===== config.mk =====
export PLATFORM = sky130hd
export DESIGN_NAME = serial_adder_ctrl
export DESIGN_NICKNAME = d
export VERILOG_FILES = /design/src/rtl/serial_adder_ctrl.sv
export SDC_FILE = /design/constraint.sdc
export NUM_CORES = 1
export LEC_CHECK = 0
export CAP_MARGIN = 20
export CORE_MARGIN = 2
export CORE_UTILIZATION = 45
export CTS_CLUSTER_DIAMETER = 40
export DETAILED_ROUTE_END_ITERATION = 7
export DONT_BUFFER_PORTS = 1
export PLACE_DENSITY = 0.63
export SLEW_MARGIN = 5
export SYNTH_ARGS = -nofsm -noshare
export SYNTH_HDL_FRONTEND = slang
export SYNTH_SLANG_ARGS = --single-unit

===== constraint.sdc =====
create_clock -name clk -period 2.6 [get_ports clk]
set_input_delay 0.26 -clock clk [delete_from_list [all_inputs] [get_ports clk]]
set_output_delay 0.26 -clock clk [all_outputs]
set_load 0.01 [all_outputs]

===== src/rtl/serial_adder_ctrl.sv =====
// serial_adder_ctrl: bit-serial add/subtract controller time-sharing one adder_1_bit over WIDTH cycles.
module adder_1_bit (
    input  logic a,
    input  logic b,
    input  logic carry_in,
    output logic sum,
    output logic carry_out
);
    assign sum       = a ^ b ^ carry_in;
    assign carry_out = (a & b) | (carry_in & (a ^ b));
endmodule

module serial_adder_ctrl #(
    parameter int WIDTH = 8
) (
    input  logic             clk,
    input  logic             reset,
    input  logic             start,
    input  logic             sub,
    input  logic [WIDTH-1:0] op_a,
    input  logic [WIDTH-1:0] op_b,
    output logic             ready,
    output logic             busy,
    output logic             done,
    output logic [WIDTH-1:0] result,
    output logic             carry_out,
    output logic             overflow
);
    localparam int CW = $clog2(WIDTH);
    localparam logic [CW-1:0] LAST = CW'(WIDTH - 1);

    typedef enum logic [1:0] {IDLE, RUN, DONE} state_t;

    state_t           state_q, state_d;
    logic [WIDTH-1:0] sa_q, sa_d, sb_q, sb_d, res_q, res_d;
    logic [CW-1:0]    cnt_q, cnt_d;
    logic             cy_q, cy_d, co_q, co_d, ov_q, ov_d;
    logic             add_s, add_co;

    adder_1_bit u_add (sa_q[0], sb_q[0], cy_q, add_s, add_co);

    always_comb begin
        state_d = state_q;
        sa_d    = sa_q;
        sb_d    = sb_q;
        res_d   = res_q;
        cnt_d   = cnt_q;
        cy_d    = cy_q;
        co_d    = co_q;
        ov_d    = ov_q;
        case (state_q)
            IDLE: if (start) begin
                state_d = RUN;
                sa_d    = op_a;
                sb_d    = sub ? ~op_b : op_b;
                cy_d    = sub;
                cnt_d   = '0;
                res_d   = '0;
                co_d    = 1'b0;
                ov_d    = 1'b0;
            end
            RUN: begin
                sa_d  = sa_q >> 1;
                sb_d  = sb_q >> 1;
                cy_d  = add_co;
                res_d = {add_s, res_q[WIDTH-1:1]};
                if (cnt_q == LAST) begin
                    state_d = DONE;
                    co_d    = add_co;
                    ov_d    = cy_q ^ add_co;
                end else begin
                    cnt_d = cnt_q + 1'b1;
                end
            end
            DONE:    state_d = IDLE;
            default: state_d = IDLE;
        endcase
    end

    always_ff @(posedge clk) begin
        if (reset) begin
            state_q <= IDLE;
            sa_q    <= '0;
            sb_q    <= '0;
            res_q   <= '0;
            cnt_q   <= '0;
            cy_q    <= 1'b0;
            co_q    <= 1'b0;
            ov_q    <= 1'b0;
        end else begin
            state_q <= state_d;
            sa_q    <= sa_d;
            sb_q    <= sb_d;
            res_q   <= res_d;
            cnt_q   <= cnt_d;
            cy_q    <= cy_d;
            co_q    <= co_d;
            ov_q    <= ov_d;
        end
    end

    assign ready     = state_q == IDLE;
    assign busy      = state_q == RUN;
    assign done      = state_q == DONE;
    assign result    = res_q;
    assign carry_out = co_q;
    assign overflow  = ov_q;
endmodule


After elaboration in Yosys (flattened, before gate mapping)
Cells that the tools add are included. W data, S select, Z words.

Bits in latches: 0. Bits in writable memories: 0. Logic and storage cells: 48. Register bits after elaboration: 32. Bits in read-only memories: 0. Memories kept: 0.

$lt $le $gt $ge: 0. Shifts and indexed selects: 0. Reduce and logical (&&, ||, !) cells: 6. Bitwise operators: 7. Div/mod/pow operators: 0. $add $sub $neg: 1. Muxes and demuxes: 20. Equal/unequal tests: 6. $mul: 0.

Operator list (number): $pmux W8 S2 (3); $mux W8 (4); $not A8 Y8 (1); $mux W3 (2); $pmux W1 S2 (3); $pmux W3 S2 (1); $reduce_and A3 Y1 (2); $mux W1 (4); $mux W2 (2); $ne A2 B2 Y1 const B (2); $pmux W2 S2 (1); $reduce_and A2 Y1 (2); $add A3 B1 Y3 const B (1); $eq A3 B3 Y1 const B (1); $xor A1 B1 Y1 (3); $and A1 B1 Y1 (2); $eq A2 B1 Y1 const B (1); $eq A2 B2 Y1 const B (1); $logic_not A2 Y1 (1); $ne A2 B1 Y1 const B (1); $reduce_bool A2 Y1 (1); $or A1 B1 Y1 (1).

Depth between registers and ports, before layout
Gate-level depths: netlist (run 1).

Depth after elaboration: 6. Depth in mapped cells: 7. Mapped depth without buffers: 5.

Cells and area by module
Synthesis (run 1) repeated with hierarchy kept, for this count alone.

Cell total of the unflattened synthesis: 157. Area, all modules: 1446.4 sq um.

By module, submodules not included: serial_adder_ctrl (cells each 156, instances 1, area each 1426.4 sq um, sequential area each 640.6 sq um); adder_1_bit (cells each 1, instances 1, area each 20.0 sq um, sequential area each 0.0 sq um).

Worst setup path before layout (run 1)
No wires, ideal clock.

Path type: register to register. From: register cnt_q[0]. To: register ov_q (netlist: overflow). Path slack: 1.090 ns. Arrival: 1.439 ns. Data required time: 2.530 ns. Library setup time: 0.070 ns. Clock period less this slack: 1.510 ns. Cell stages (with the launch flop): 7. Cells stage by stage: dfxtp_1 -> ha_1 -> ha_1 -> clkbuf_2 -> mux2i_1 -> or4_1 -> a21oi_1.

Cells in the longest elaborated chain, start to end: 3.

RTL lines: from (decl) (line 36) `logic [CW-1:0] cnt_q, cnt_d;`; from (signal assigned) (line 95) `cnt_q <= cnt_d;`; $eq A3 B3 Y1 (line 67) `if (cnt_q == LAST) begin`; $ne A2 B1 Y1 (no source line); $reduce_and A3 Y1 (no source line); to (signal assigned) (line 98) `ov_q <= ov_d;`; to (decl) (line 37) `logic cy_q, cy_d, co_q, co_d, ov_q, ov_d;`.

No other way between the ends. A chain may end at the register's enable or synchronous reset.

Worst setup path in the final report (run 1)
From: register state_q[0]. To: output busy.

Cells in the longest elaborated chain, start to end: 1.

RTL lines: from (decl) (line 34) `state_t state_q, state_d;`; from (signal assigned) (line 91) `state_q <= state_d;`; $eq A2 B1 Y1 (line 103) `assign busy = state_q == RUN;`; to (decl) (line 23) `output logic busy,`.

No other way between the ends.

==> flow_summary.json, run 1 <==
{
  "postSynthRegisterBits": 32,
  "crit_buf_inv": 1,
  "drt_pre_antenna_iters": 4,
  "synth.area.top_cells": "sky130_fd_sc_hd__dfxtp_1 45%, sky130_fd_sc_hd__nor2_1 8.9%, sky130_fd_sc_hd__a22oi_1 5.2%",
  "post_synth_num_cell_types": 34,
  "required_ps": 2340,
  "antennaDiodeCount": 0,
  "wirelength_um": 2810,
  "combPwrFrac_pct": 11.5,
  "std_cell_rows": 20,
  "slew-limit-headroom_pct": 58.2,
  "cts_max_level": 2,
  "synth_top_area_share_pct": 44.8,
  "cts_sinks": 32,
  "drt_drc_violations_left": 0,
  "layout_worst_path_cycle_share_pct": 71.4,
  "critical_path.slowest_cell": "sky130_fd_sc_hd__dfxtp_1",
  "floorplan.die.width_um": 60.4,
  "critPathKind": "reg2out",
  "leading_cell_type_in_the_layout_fill_and_taps_excluded": "sky130_fd_sc_hd__nor2_1",
  "finish.cell_count_without_fillers": 202,
  "final-setup-viol-count": 0,
  "synth_fp_nets": 184,
  "full_die_area_um2": 3650,
  "yosysWarningCount": 0,
  "minimum_clock_period_after_layout_ps": 1860,
  "power_density_nw_per_um2": 636,
  "number_of_flops_mapped_to_enable_cells_by_yosys": 0,
  "place_congestion": 0.767,
  "p_int_w": 0.000721,
  "dpl.hpwl_um": 1870,
  "drv_cap": 0,
  "flow.area_growth_from_synthesis_pct": 5.60,
  "synth_async_sr_flop_share_pct": 0,
  "cts_max_path_buffers": 2,
  "min-delay-path-class": "in2reg",
  "outcome": "finished, final reports clean",
  "post_synthesis_instance_area_um2": 1430,
  "rsz0062_at_grt": "false",
  "cellLeakagePower_nw": 0.551,
  "power_frac_clock_pct": 32.1,
  "cts-resized-gates": 0,
  "start_util_pct": 47.2,
  "core_region_area_um2": 3030,
  "grt_max_degree": 32,
  "route.antenna.remaining_nets": 0,
  "vias": 1138,
  "cp_cell_sequence": "nand2b_4, inv_2",
  "post_cts.repair.setup_buffers": 0,
  "skew_ps": 4.61,
  "worst_setup_path_end_kind": "output pin",
  "most-common-layout-cells": "34 x sky130_fd_sc_hd__nor2_1, 32 x sky130_fd_sc_hd__dfxtp_1, 10 x sky130_fd_sc_hd__a22oi_1, 10 x sky130_fd_sc_hd__nand2_1, 10 x sky130_fd_sc_hd__a21oi_1",
  "portBuffers": 0,
  "critical_path_peak_fanout": 17,
  "fillCellCount": 301,
  "most_instantiated_flip_flop_cell_in_the_synthesis_netlist": "sky130_fd_sc_hd__dfxtp_1",
  "layout-drive-gt1-share_pct": 8.86,
  "cts.clk_slew.worst_paths_ps": 90,
  "crit_arrival_ps": 1600,
  "hold_viol": 0,
  "p_sw_w": 0.000239,
  "final_nets": 181,
  "netSwitchingFraction_pct": 24.9,
  "routedWlPerCell_um": 13.9,
  "clk_latency_ps": 330,
  "viasPerCell": 5.63,
  "synth_area_per_cell_um2": 8.88,
  "antenna_found_initial": 0,
  "numPlacedInstances": 192,
  "power.ir.vdd_worst_v": 0.000354,
  "critical-path-top-delay-family": "flip-flops",
  "critPathMaxStageDelay_ps": 730,
  "drt_first_iter_violations": 48,
  "fin_setup_tns_ps": 0,
  "highest_attainable_clock_frequency_mhz": 538,
  "finalMaxSlewViolations": 0,
  "overflow": 0,
  "syn_inst": 161,
  "post-synth-top-area-cell": "sky130_fd_sc_hd__dfxtp_1",
  "numCtsBuffers": 5,
  "die_h_um": 60.4,
  "grt_first_pass_wirelength_um": 4550,
  "boundaryPins": 33,
  "grt_use_total_pct": 17.2,
  "worst-slew-pin-transition_ps": 626,
  "first_global_vias": 1032,
  "worst_setup_path_start_kind": "flip-flop",
  "clock-root-buffer": "sky130_fd_sc_hd__clkbuf_4",
  "power.sequential.fraction_pct": 56.5,
  "synth-seq-area-share_pct": 44.8,
  "tritoncts_clock_tree": "built"
}
-- metal layers --
layer / GRT usage (%) / wire (um) / up-vias
met5: 0 / 0 / -
met4: 6.67 / 40 / 0
met3: 7.46 / 209 / 6
met2: 25.6 / 1330 / 36
met1: 21.9 / 1230 / 535
li1: - / - / 561
-- per-stage QoR --
| stage | hold WS [ps] | setup slack (ps) | power (W) | utilization, % | instance area, um2 |
|---|---|---|---|---|---|
| 5_1_grt | 49.1 | 614 | 0.00102 | 49.9 | 1510 |
| 6_report | 68.8 | 742 | 0.000960 | 49.9 | 1510 |
| 4_1_cts | 5.36 | 761 | 0.000966 | 49.0 | 1490 |
| 2_1_floorplan | 343 | 1090 | 0.000647 | - | 1430 |
| 3_5_place_dp | 336 | 894 | 0.000652 | 46.6 | 1410 |
| 3_3_place_gp | 333 | 983 | 0.000648 | 46.6 | 1410 |
-- power by group through the flow --
stage / combinational (W) / sequential, W / clock [W]
after global placement: 0.0000966 / 0.000552 / 0
after CTS: 0.000108 / 0.000542 / 0.000316
final: 0.000110 / 0.000542 / 0.000308
after floorplan: 0.000103 / 0.000544 / 0
after detailed placement: 0.0000992 / 0.000553 / 0
after global routing: 0.000125 / 0.000546 / 0.000344
-- final cells by class --
cell class / count / area (um2) / area share [%]
well taps: 44 / 55.1 / 3.65
flip-flops and latches: 32 / 641 / 42.4
repair buffers: 4 / 42.5 / 2.82
multi-input cells: 114 / 703 / 46.6
inverters: 1 / 3.75 / 0.249
clock buffers: 7 / 65.1 / 4.31
-- path summary, 6_finish.rpt --
path                            startpoint  endpoint  slack [ps]  cells after the start
worst max-delay path            state_q[0]      busy         740                      2
worst min-delay path               op_a[4]   sa_q[4]          70                      2
worst max register to register  state_q[0]   sb_q[5]         870                      3
worst min register to register     sa_q[1]   sa_q[1]         510                      2
-- cells in the mapped netlist, types with 2 or more instances --
| cell | number |
|---|---|
| sky130_fd_sc_hd__ha_1 | 2 |
| sky130_fd_sc_hd__xnor2_1 | 8 |
| sky130_fd_sc_hd__o21ai_0 | 2 |
| sky130_fd_sc_hd__a21oi_1 | 10 |
| sky130_fd_sc_hd__buf_4 | 2 |
| sky130_fd_sc_hd__dfxtp_1 | 32 |
| sky130_fd_sc_hd__nand3_1 | 5 |
| sky130_fd_sc_hd__a211oi_1 | 8 |
| sky130_fd_sc_hd__a22oi_1 | 10 |
| sky130_fd_sc_hd__nor2_1 | 34 |
| sky130_fd_sc_hd__a2111oi_1 | 2 |
| sky130_fd_sc_hd__a2111oi_0 | 5 |
| sky130_fd_sc_hd__buf_6 | 2 |
| sky130_fd_sc_hd__buf_2 | 5 |
| sky130_fd_sc_hd__clkbuf_1 | 4 |
| sky130_fd_sc_hd__nand2_1 | 10 |
| sky130_fd_sc_hd__a31oi_1 | 3 |
-- kinds of logic after synthesis --
| group | synth area share, % |
|---|---|
| and+or+nand+nor | 19.2 |
| muxes | 0.700 |
| xor gates and xnor gates | 5.51 |
| adders and majority gates | 3.15 |
| buffers and inverters | 6.04 |
| AOI/OAI and AO/OA | 20.6 |
| DFF | 44.8 |
-- registers in the layout, indices dropped and copies added, names as in the netlist --
register	cells
cy_q	1
state_q	2
sb_q	8
carry_out	1
sa_q	8
overflow	1
result	8
cnt_q	3
-- what timing repair did --
item                                    CTS  global route
endpoints found under the setup margin    0             0
hold buffers                              1             1
hold endpoints to repair                 31             1
Note: power is estimated with default switching activity, not from simulation.
==> inputs of run 2 (changes only) <==
==> constraint.sdc (replaced) <==
create_clock -name clk -period 1.9 [get_ports clk]
set_input_delay 0.19 -clock clk [delete_from_list [all_inputs] [get_ports clk]]
set_output_delay 0.19 -clock clk [all_outputs]
set_load 0.01 [all_outputs]
==> run 2 against run 1 <==
Against the previous run: sequential share of layout area is 2.6 points lower; critical path type is now reg2reg; register-to-register slack got worse by 640 ps; final cell count is 3.5% higher; clock power up 88%; sequential power rose by 36%; total power rose by 55%.
==> flow_summary.json, run 2 (synthesized netlist as in run 1, its figures left out) <==
{
  "outcome": "finished, final reports clean",
  "cp_cell_sequence": "ha_1, ha_1, mux2i_1, or4_1, a21oi_1",
  "cts_max_path_buffers": 2,
  "vias": 1141,
  "start_util_pct": 47.2,
  "clock-root-buffer": "sky130_fd_sc_hd__clkbuf_4",
  "flow.area_growth_from_synthesis_pct": 12.6,
  "crit_path_frequent_cell": "sky130_fd_sc_hd__ha_1",
  "cts_max_level": 2,
  "post_cts.repair.setup_buffers": 0,
  "fin_setup_tns_ps": 0,
  "critPathKind": "reg2reg",
  "drv_cap": 0,
  "die_h_um": 60.4,
  "antennaDiodeCount": 0,
  "routedWlPerCell_um": 13.7,
  "floorplan.die.width_um": 60.4,
  "layout-drive-gt1-share_pct": 9.70,
  "core_region_area_um2": 3030,
  "slew-limit-headroom_pct": 61.8,
  "cellLeakagePower_nw": 0.597,
  "power_density_nw_per_um2": 922,
  "worst_setup_path_start_kind": "flip-flop",
  "worst-slew-pin-transition_ps": 570,
  "place_congestion": 0.773,
  "most-common-layout-cells": "34 x sky130_fd_sc_hd__nor2_1, 32 x sky130_fd_sc_hd__dfxtp_1, 10 x sky130_fd_sc_hd__a22oi_1, 10 x sky130_fd_sc_hd__nand2_1, 10 x sky130_fd_sc_hd__a21oi_1",
  "minimum_clock_period_after_layout_ps": 1670,
  "required_ps": 2150,
  "antenna_found_initial": 0,
  "cts.clk_slew.worst_paths_ps": 100,
  "grt_use_total_pct": 17.5,
  "final-setup-viol-count": 0,
  "highest_attainable_clock_frequency_mhz": 598,
  "worst_setup_path_end_kind": "flip-flop",
  "skew_ps": 13.2,
  "power.ir.vdd_worst_v": 0.000422,
  "wirelength_um": 2860,
  "grt_first_pass_wirelength_um": 4730,
  "hold_viol": 0,
  "critPathMaxStageDelay_ps": 480,
  "full_die_area_um2": 3650,
  "dpl.hpwl_um": 1920,
  "grt_max_degree": 33,
  "finalMaxSlewViolations": 0,
  "boundaryPins": 33,
  "drt_first_iter_violations": 53,
  "first_global_vias": 1099,
  "cts_sinks": 32,
  "route.antenna.remaining_nets": 0,
  "rsz0062_at_grt": "false",
  "power_total_w": 0.00149,
  "critical_path.slowest_cell": "sky130_fd_sc_hd__or4_1",
  "std_cell_rows": 20,
  "overflow": 0,
  "numCtsBuffers": 5,
  "layout_worst_path_cycle_share_pct": 88.0,
  "clk_latency_ps": 330,
  "critical_path_peak_fanout": 8,
  "min-delay-path-class": "in2reg",
  "drt_pre_antenna_iters": 4,
  "tritoncts_clock_tree": "built",
  "leading_cell_type_in_the_layout_fill_and_taps_excluded": "sky130_fd_sc_hd__nor2_1",
  "drt_drc_violations_left": 0,
  "crit_arrival_ps": 1920,
  "final_nets": 187,
  "viasPerCell": 5.46,
  "portBuffers": 0
}
## run 2: cell types whose count changed in the layout (fill, tap and decap cells not counted), sizes merged
cell,previous run,this run
buf,2,3
bufinv,0,1
dlygate4sd3,2,7
## run 2: metal layers
| metal | GRT usage [%] | vias to the layer above | share of wire, % | wire length [um] |
|---|---|---|---|---|
| li1 | - | 574 | - | - |
| met1 | 21.9 | 535 | 44 | 1250 |
| met2 | 28.1 | 27 | 50 | 1430 |
| met3 | 4.69 | 5 | 4.9 | 140 |
| met4 | 8.57 | 0 | 1.3 | 37 |
| met5 | 0 | - | 0 | 0 |
## run 2: repair_timing
item,in CTS,in global routing
endpoints found under the setup margin,0,0
gates resized for setup,0,0
hold buffers,5,2
hold endpoints to repair,32,2
## run 2: through the flow
stage                     util (%)  setup WS (ps)  hold WS [ps]  area [um2]  instances
final                         53.2            229          17.2        1610        209
after global routing          53.2           64.9          14.2        1610        209
after CTS                     51.6            223          5.87        1560        206
after detailed placement      46.8            276           267        1420        193
after global placement        46.8            322           264        1420        193
after floorplan                  -            390           273        1430        161
## run 2: worst paths after layout
kind | end | cells after the start | from | slack (ps)
worst max-delay path | overflow | 5 | cnt_q[0] | 230
worst min-delay path | sa_q[4] | 2 | op_a[4] | 20
worst max register to register | overflow | 5 | cnt_q[0] | 230
worst min register to register | sa_q[5] | 2 | sa_q[5] | 510
## run 2: cell type report
type                            count  area (um2)
Sequential cell                    32         641
Clock inverter                      1        30.0
Multi-Input combinational cell    114         703
Timing Repair Buffer               10         113
Inverter                            1        3.75
Tap cell                           44        55.1
Clock buffer                        7        65.1
Fill cell                         286        1420
## run 2: where the power goes
group / internal (W) / switching (W)
combinational: 0.0000783 / 0.0000908
sequential: 0.000710 / 0.0000285
clock: 0.000349 / 0.000228
total: 0.00114 / 0.000348
## run 2: worst max-delay path, delay by kind of cell, from the launching register on
kind	cells	cell delay (ps)
AOI/OAI and AO/OA	1	150
and+or+nand+nor	1	480
DFF	1	380
adders and majority gates	2	440
muxes	1	150
